$ cat src/rtl/approx_mult_pkg.sv
// Shared types and constants for the 8x8 approximate multiplier characterisation blocks.
package approx_mult_pkg;
  localparam int OP_W   = 8;
  localparam int PROD_W = 16;

  typedef logic [PROD_W-1:0] ed_t;

  typedef enum logic [1:0] {IDLE, RUN, DONE} mon_state_e;
endpackage

$ cat src/rtl/approx_ed_calc.sv
// Combinational error distance |x*y - z_approx| of one approximate product against the exact one.
module approx_ed_calc
  import approx_mult_pkg::*;
(
  input  logic [OP_W-1:0]   x,
  input  logic [OP_W-1:0]   y,
  input  logic [PROD_W-1:0] z_approx,
  output logic [PROD_W-1:0] ed
);

  logic [PROD_W-1:0] exact;

  always_comb begin
    exact = PROD_W'(x) * PROD_W'(y);
    ed    = (exact >= z_approx) ? (exact - z_approx) : (z_approx - exact);
  end

endmodule

$ cat src/rtl/approx_mult_error_monitor.sv
// Accumulates ED sum / max / error count over N_SAMPLES accepted samples (2-stage pipeline).
// Build with WORST_CAPTURE_EN to also record the operand pair of the first max-ED sample.
module approx_mult_error_monitor
  import approx_mult_pkg::*;
#(
  parameter  int N_SAMPLES = 256,
  localparam int CNT_W     = $clog2(N_SAMPLES + 1)
) (
  input  logic                    clk,
  input  logic                    rst,
  input  logic                    start,
  input  logic                    in_valid,
  output logic                    in_ready,
  input  logic [OP_W-1:0]         x,
  input  logic [OP_W-1:0]         y,
  input  logic [PROD_W-1:0]       z_approx,
  output logic                    busy,
  output logic                    done,
  output logic [PROD_W+CNT_W-1:0] sum_ed,
  output logic [PROD_W-1:0]       max_ed,
  output logic [CNT_W-1:0]        err_cnt,
  output logic [OP_W-1:0]         worst_x,
  output logic [OP_W-1:0]         worst_y
);

  localparam int               SUM_W = PROD_W + CNT_W;
  localparam logic [CNT_W-1:0] N_CNT = CNT_W'(N_SAMPLES);

  mon_state_e       state, state_next;
  logic [CNT_W-1:0] acc_cnt;
  logic             accept;
  logic             start_ok;
  logic             s1_valid;
  ed_t              s1_ed;
  ed_t              ed_comb;
  logic             new_max;

  assign in_ready = (state == RUN) && (acc_cnt < N_CNT);
  assign accept   = in_valid && in_ready;
  assign start_ok = start && (state != RUN);
  assign busy     = (state == RUN);
  assign done     = (state == DONE);
  assign new_max  = s1_valid && (s1_ed > max_ed);

  approx_ed_calc u_ed_calc (
    .x        (x),
    .y        (y),
    .z_approx (z_approx),
    .ed       (ed_comb)
  );

  always_ff @(posedge clk) begin
    if (rst) state <= IDLE;
    else     state <= state_next;
  end

  // RUN only ends once the last accepted sample has drained out of stage 1.
  always_comb begin
    state_next = state;
    case (state)
      IDLE:    if (start) state_next = RUN;
      RUN:     if ((acc_cnt == N_CNT) && !s1_valid) state_next = DONE;
      DONE:    if (start) state_next = RUN;
      default: state_next = IDLE;
    endcase
  end

  always_ff @(posedge clk) begin
    if (rst) begin
      acc_cnt  <= '0;
      s1_valid <= 1'b0;
      s1_ed    <= '0;
    end else begin
      s1_valid <= accept;
      if (accept) s1_ed <= ed_comb;
      if (start_ok)    acc_cnt <= '0;
      else if (accept) acc_cnt <= acc_cnt + CNT_W'(1);
    end
  end

  always_ff @(posedge clk) begin
    if (rst || start_ok) begin
      sum_ed  <= '0;
      max_ed  <= '0;
      err_cnt <= '0;
    end else if (s1_valid) begin
      sum_ed <= sum_ed + SUM_W'(s1_ed);
      if (s1_ed != '0) err_cnt <= err_cnt + CNT_W'(1);
      if (new_max)     max_ed  <= s1_ed;
    end
  end

`ifdef WORST_CAPTURE_EN
  logic [OP_W-1:0] s1_x, s1_y;

  always_ff @(posedge clk) begin
    if (rst) begin
      s1_x <= '0;
      s1_y <= '0;
    end else if (accept) begin
      s1_x <= x;
      s1_y <= y;
    end
  end

  // Strict compare in new_max keeps the first occurrence on ties.
  always_ff @(posedge clk) begin
    if (rst || start_ok) begin
      worst_x <= '0;
      worst_y <= '0;
    end else if (new_max) begin
      worst_x <= s1_x;
      worst_y <= s1_y;
    end
  end
`else
  assign worst_x = '0;
  assign worst_y = '0;
`endif

endmodule

$ cat config.mk
export PLATFORM = sky130hd
export DESIGN_NAME = approx_mult_error_monitor
export DESIGN_NICKNAME = d
export VERILOG_FILES = /design/src/rtl/approx_mult_pkg.sv /design/src/rtl/approx_ed_calc.sv /design/src/rtl/approx_mult_error_monitor.sv
export SDC_FILE = /design/constraint.sdc
export NUM_CORES = 1
export LEC_CHECK = 0
export CAP_MARGIN = 20
export CORE_ASPECT_RATIO = 1.2
export CORE_MARGIN = 10
export CORE_UTILIZATION = 59
export DETAILED_ROUTE_END_ITERATION = 10
export PLACE_DENSITY = 0.95
export SETUP_SLACK_MARGIN = 0.4
export SKIP_LAST_GASP = 1
export SLEW_MARGIN = 20
export SYNTH_ARGS = -nofsm -noshare
export SYNTH_HDL_FRONTEND = slang
export SYNTH_SLANG_ARGS = --single-unit
$ cat constraint.sdc
create_clock -name clk -period 18.5 [get_ports clk]
set_input_delay 4.625 -clock clk [delete_from_list [all_inputs] [get_ports clk]]
set_output_delay 4.625 -clock clk [all_outputs]
set_load 0.01 [all_outputs]
==> out/qor.yml <==
ant_nets: 0
drive_gt1_frac: 0.03969
track_usage: 0.2045
layoutNonFillerInstCount: 1197
die_area_um2: 18220
cap_violations: 0
arrival_ns: 11.48
peakVddDrop_uv: 83.20
dp.cells: 1180
holdPathEnd: "acc_cnt[7]$_SDFFE_PP0P_"
post-route-period-util: 0.6091
synth_warnings: 0
critPathCaptureType: "flip-flop"
rsz0062_at_grt: "false"
slew_headroom: 0.2708
max_stage_delay_ns: 0.56
worst_pin_slew_ns: 1.085
drtIter0Drc: 666
grt_max_degree: 48
synthArstFlopShare: 0
power_density_nw_per_um2: 125.7
synth.distinct_cells: 62
cts_tree: "built"
antenna-diode-count: 0
whs_path_depth: 2
via_count: 6980
drt-pass1-iter-count: 5
area_delta_synth_final_pct: 15.98
fin_util: 0.7068
wirelength_um: 19660
power_leakage_nw: 4.074
clockRootBuffer: "clkbuf_16"
cts_buffer_depth: 2
start_kind: "input port"
run_status: "finished clean"
crit_buf_inv: 5
min_period_ns: 11.27
post_cts_buffers: 0
drc: 0
syn_area_um2: 7789
dieHeight_um: 145.9
hold_violations: 0
place.gp.congestion: 0.8982
grt_pass1_vias: 7094
path_clk_slew_ns: 0.06
fmaxAchievable_mhz: 88.75
fin_nets: 1205
whs_ns: 0.5037
wl_per_cell_um: 16.42
hp-class: "flip-flop to flip-flop"
fp.dieW_um: 124.9
reg2reg_to: "sum_ed[18]$_SDFFE_PP0P_"
holdBufCountCts: 0
boundaryPins: 105
grt_pass1_wl_um: 32510
cpLargestDelayFamily: "adder cells"
layout_commonest_cell: "inv_1"
avgSynthCellArea_um2: 8.173
clock_latency_ns: 0.34
crit_slowest_cell: "fa_1"
synth_edf_count: 0
port_buffers: 88
fin_skew_ns: 0.007746
slew_violations: 0
r2r_setup_slack_ns: 15.36
synth-main-ff-cell: "dfxtp_1"
routed_via_density: 5.831
grt_remaining_overflow: 0
reg2reg_depth: 12
setup_tns_ns: 0
min_from: "acc_cnt[7]$_SDFFE_PP0P_"
cts_buffers: 9
antenna_found_initial: 0
yosys_register_bits: 78
cp.required_ns: 18.71
yosysSeqAreaShare: 0.2005
initial_utilization: 0.6094
dp.final_hpwl_um: 15280
setup-violations-final: 0
critical_path_class: "input port to flip-flop"
core-area_um2: 12780
layout_common_cells: "inv_1, ha_1, clkdlybuf4s50_1"
crit_fanout: 29
cts_sinks: 78
syn-instance-count: 953
cts_resized: 0
cpMostUsedCell: "fa_1"
htreeDepth: 3
r2r-start: "s1_ed[0]$_SDFFE_PP0P_"
rows: 45
synthesized netlist by cell type, drive strengths merged (3+ instances only):
library cell	instances	area, um2
and3	9	56.30
inv	119	446.7
a31oi	8	56.30
nand2b	8	50.05
fa	39	780.8
dfxtp	78	1562
nor2	80	300.3
nand3	18	90.09
clkbuf	16	60.06
or3	10	62.56
nand4	15	93.84
a211oi	9	72.57
xnor2	21	183.9
o21bai	5	37.54
o21ai	37	192.7
a21oi	76	384.1
o211ai	4	35.03
o31ai	3	22.52
nor4	6	37.54
and2	56	350.3
a21o	25	187.7
buf	27	188.9
nor3	10	50.05
a31o	5	43.79
ha	102	1276
nand2	61	229.0
a211o	3	26.28
o21a	6	46.30
nor2b	11	68.82
o22ai	3	18.77
xor2	25	219.0
mux2i	32	320.3
cell families (layout without fill, tap and decap cells):
logic type                 count (synthesis)  after routing  share of synthesized area
xor gates and xnor gates                  46             46                    0.05173
DFF                                       78             78                     0.2005
AOI/OAI and AO/OA                        200            200                     0.1656
and+or+nand+nor                          290            290                     0.1838
adders and majority gates                141            141                     0.2641
buffers and inverters                    163            228                    0.08980
muxes                                     34             34                    0.04402
other                                      1             16                  0.0004815
where the power goes:
group,switching (mW),internal (mW)
combinational,0.442,0.324
clock,0.0714,0.105
sequential,0.0154,0.177
worst max path at each step:
stage | from | endpoint | slack [ns] | cells after the start
finish | x[1] | s1_ed[14]$_SDFFE_PP0P_ | 7.23 | 28
global route | x[1] | s1_ed[14]$_SDFFE_PP0P_ | 6.66 | 28
CTS | x[1] | s1_ed[14]$_SDFFE_PP0P_ | 7.23 | 28
detailed placement | x[1] | s1_ed[14]$_SDFFE_PP0P_ | 6.90 | 28
global placement | x[1] | s1_ed[14]$_SDFFE_PP0P_ | 7.15 | 28
floorplan | x[1] | s1_ed[14]$_SDFFE_PP0P_ | 8.26 | 27
metal layers:
metal  track usage  vias to the layer above  part of all wire
li1              -                     3332                 -
met4       0.07843                        0             0.030
met5             0                        -                 0
met2        0.3846                      253              0.52
met3       0.03712                       58             0.055
met1        0.2190                     3337              0.39
cell type report:
cell class / instances / area [um2]
Multi-Input combinational cell: 727 / 5603
Fill cell: 932 / 3747
Sequential cell: 78 / 1562
Timing Repair Buffer: 92 / 914.6
Inverter: 120 / 450.4
Clock buffer: 10 / 229.0
Tap cell: 164 / 205.2
Clock inverter: 6 / 70.07
flip-flops by register name, indices dropped and copies added (netlist names):
signal    flops
state         2
s1_valid      1
err_cnt       9
sum_ed       25
acc_cnt       9
s1_ed        16
max_ed       16
tightest hold or removal path, delay by kind of cell, from the launching register on:
family | cells | cell delay [ns]
flip-flops | 1 | 0.33
AO/OA/AOI/OAI | 2 | 0.13
metrics by stage:
step / power, mW / cell area (um2) / setup slack, ns
2_1_floorplan: 0.8083 / 7845 / 8.263
3_3_place_gp: 0.9245 / 8723 / 7.145
3_5_place_dp: 0.9499 / 8723 / 6.898
4_1_cts: 1.127 / 9022 / 7.233
5_1_grt: 1.239 / 9034 / 6.664
6_report: 1.135 / 9034 / 7.233
Note: power is estimated with default switching activity, not from simulation.
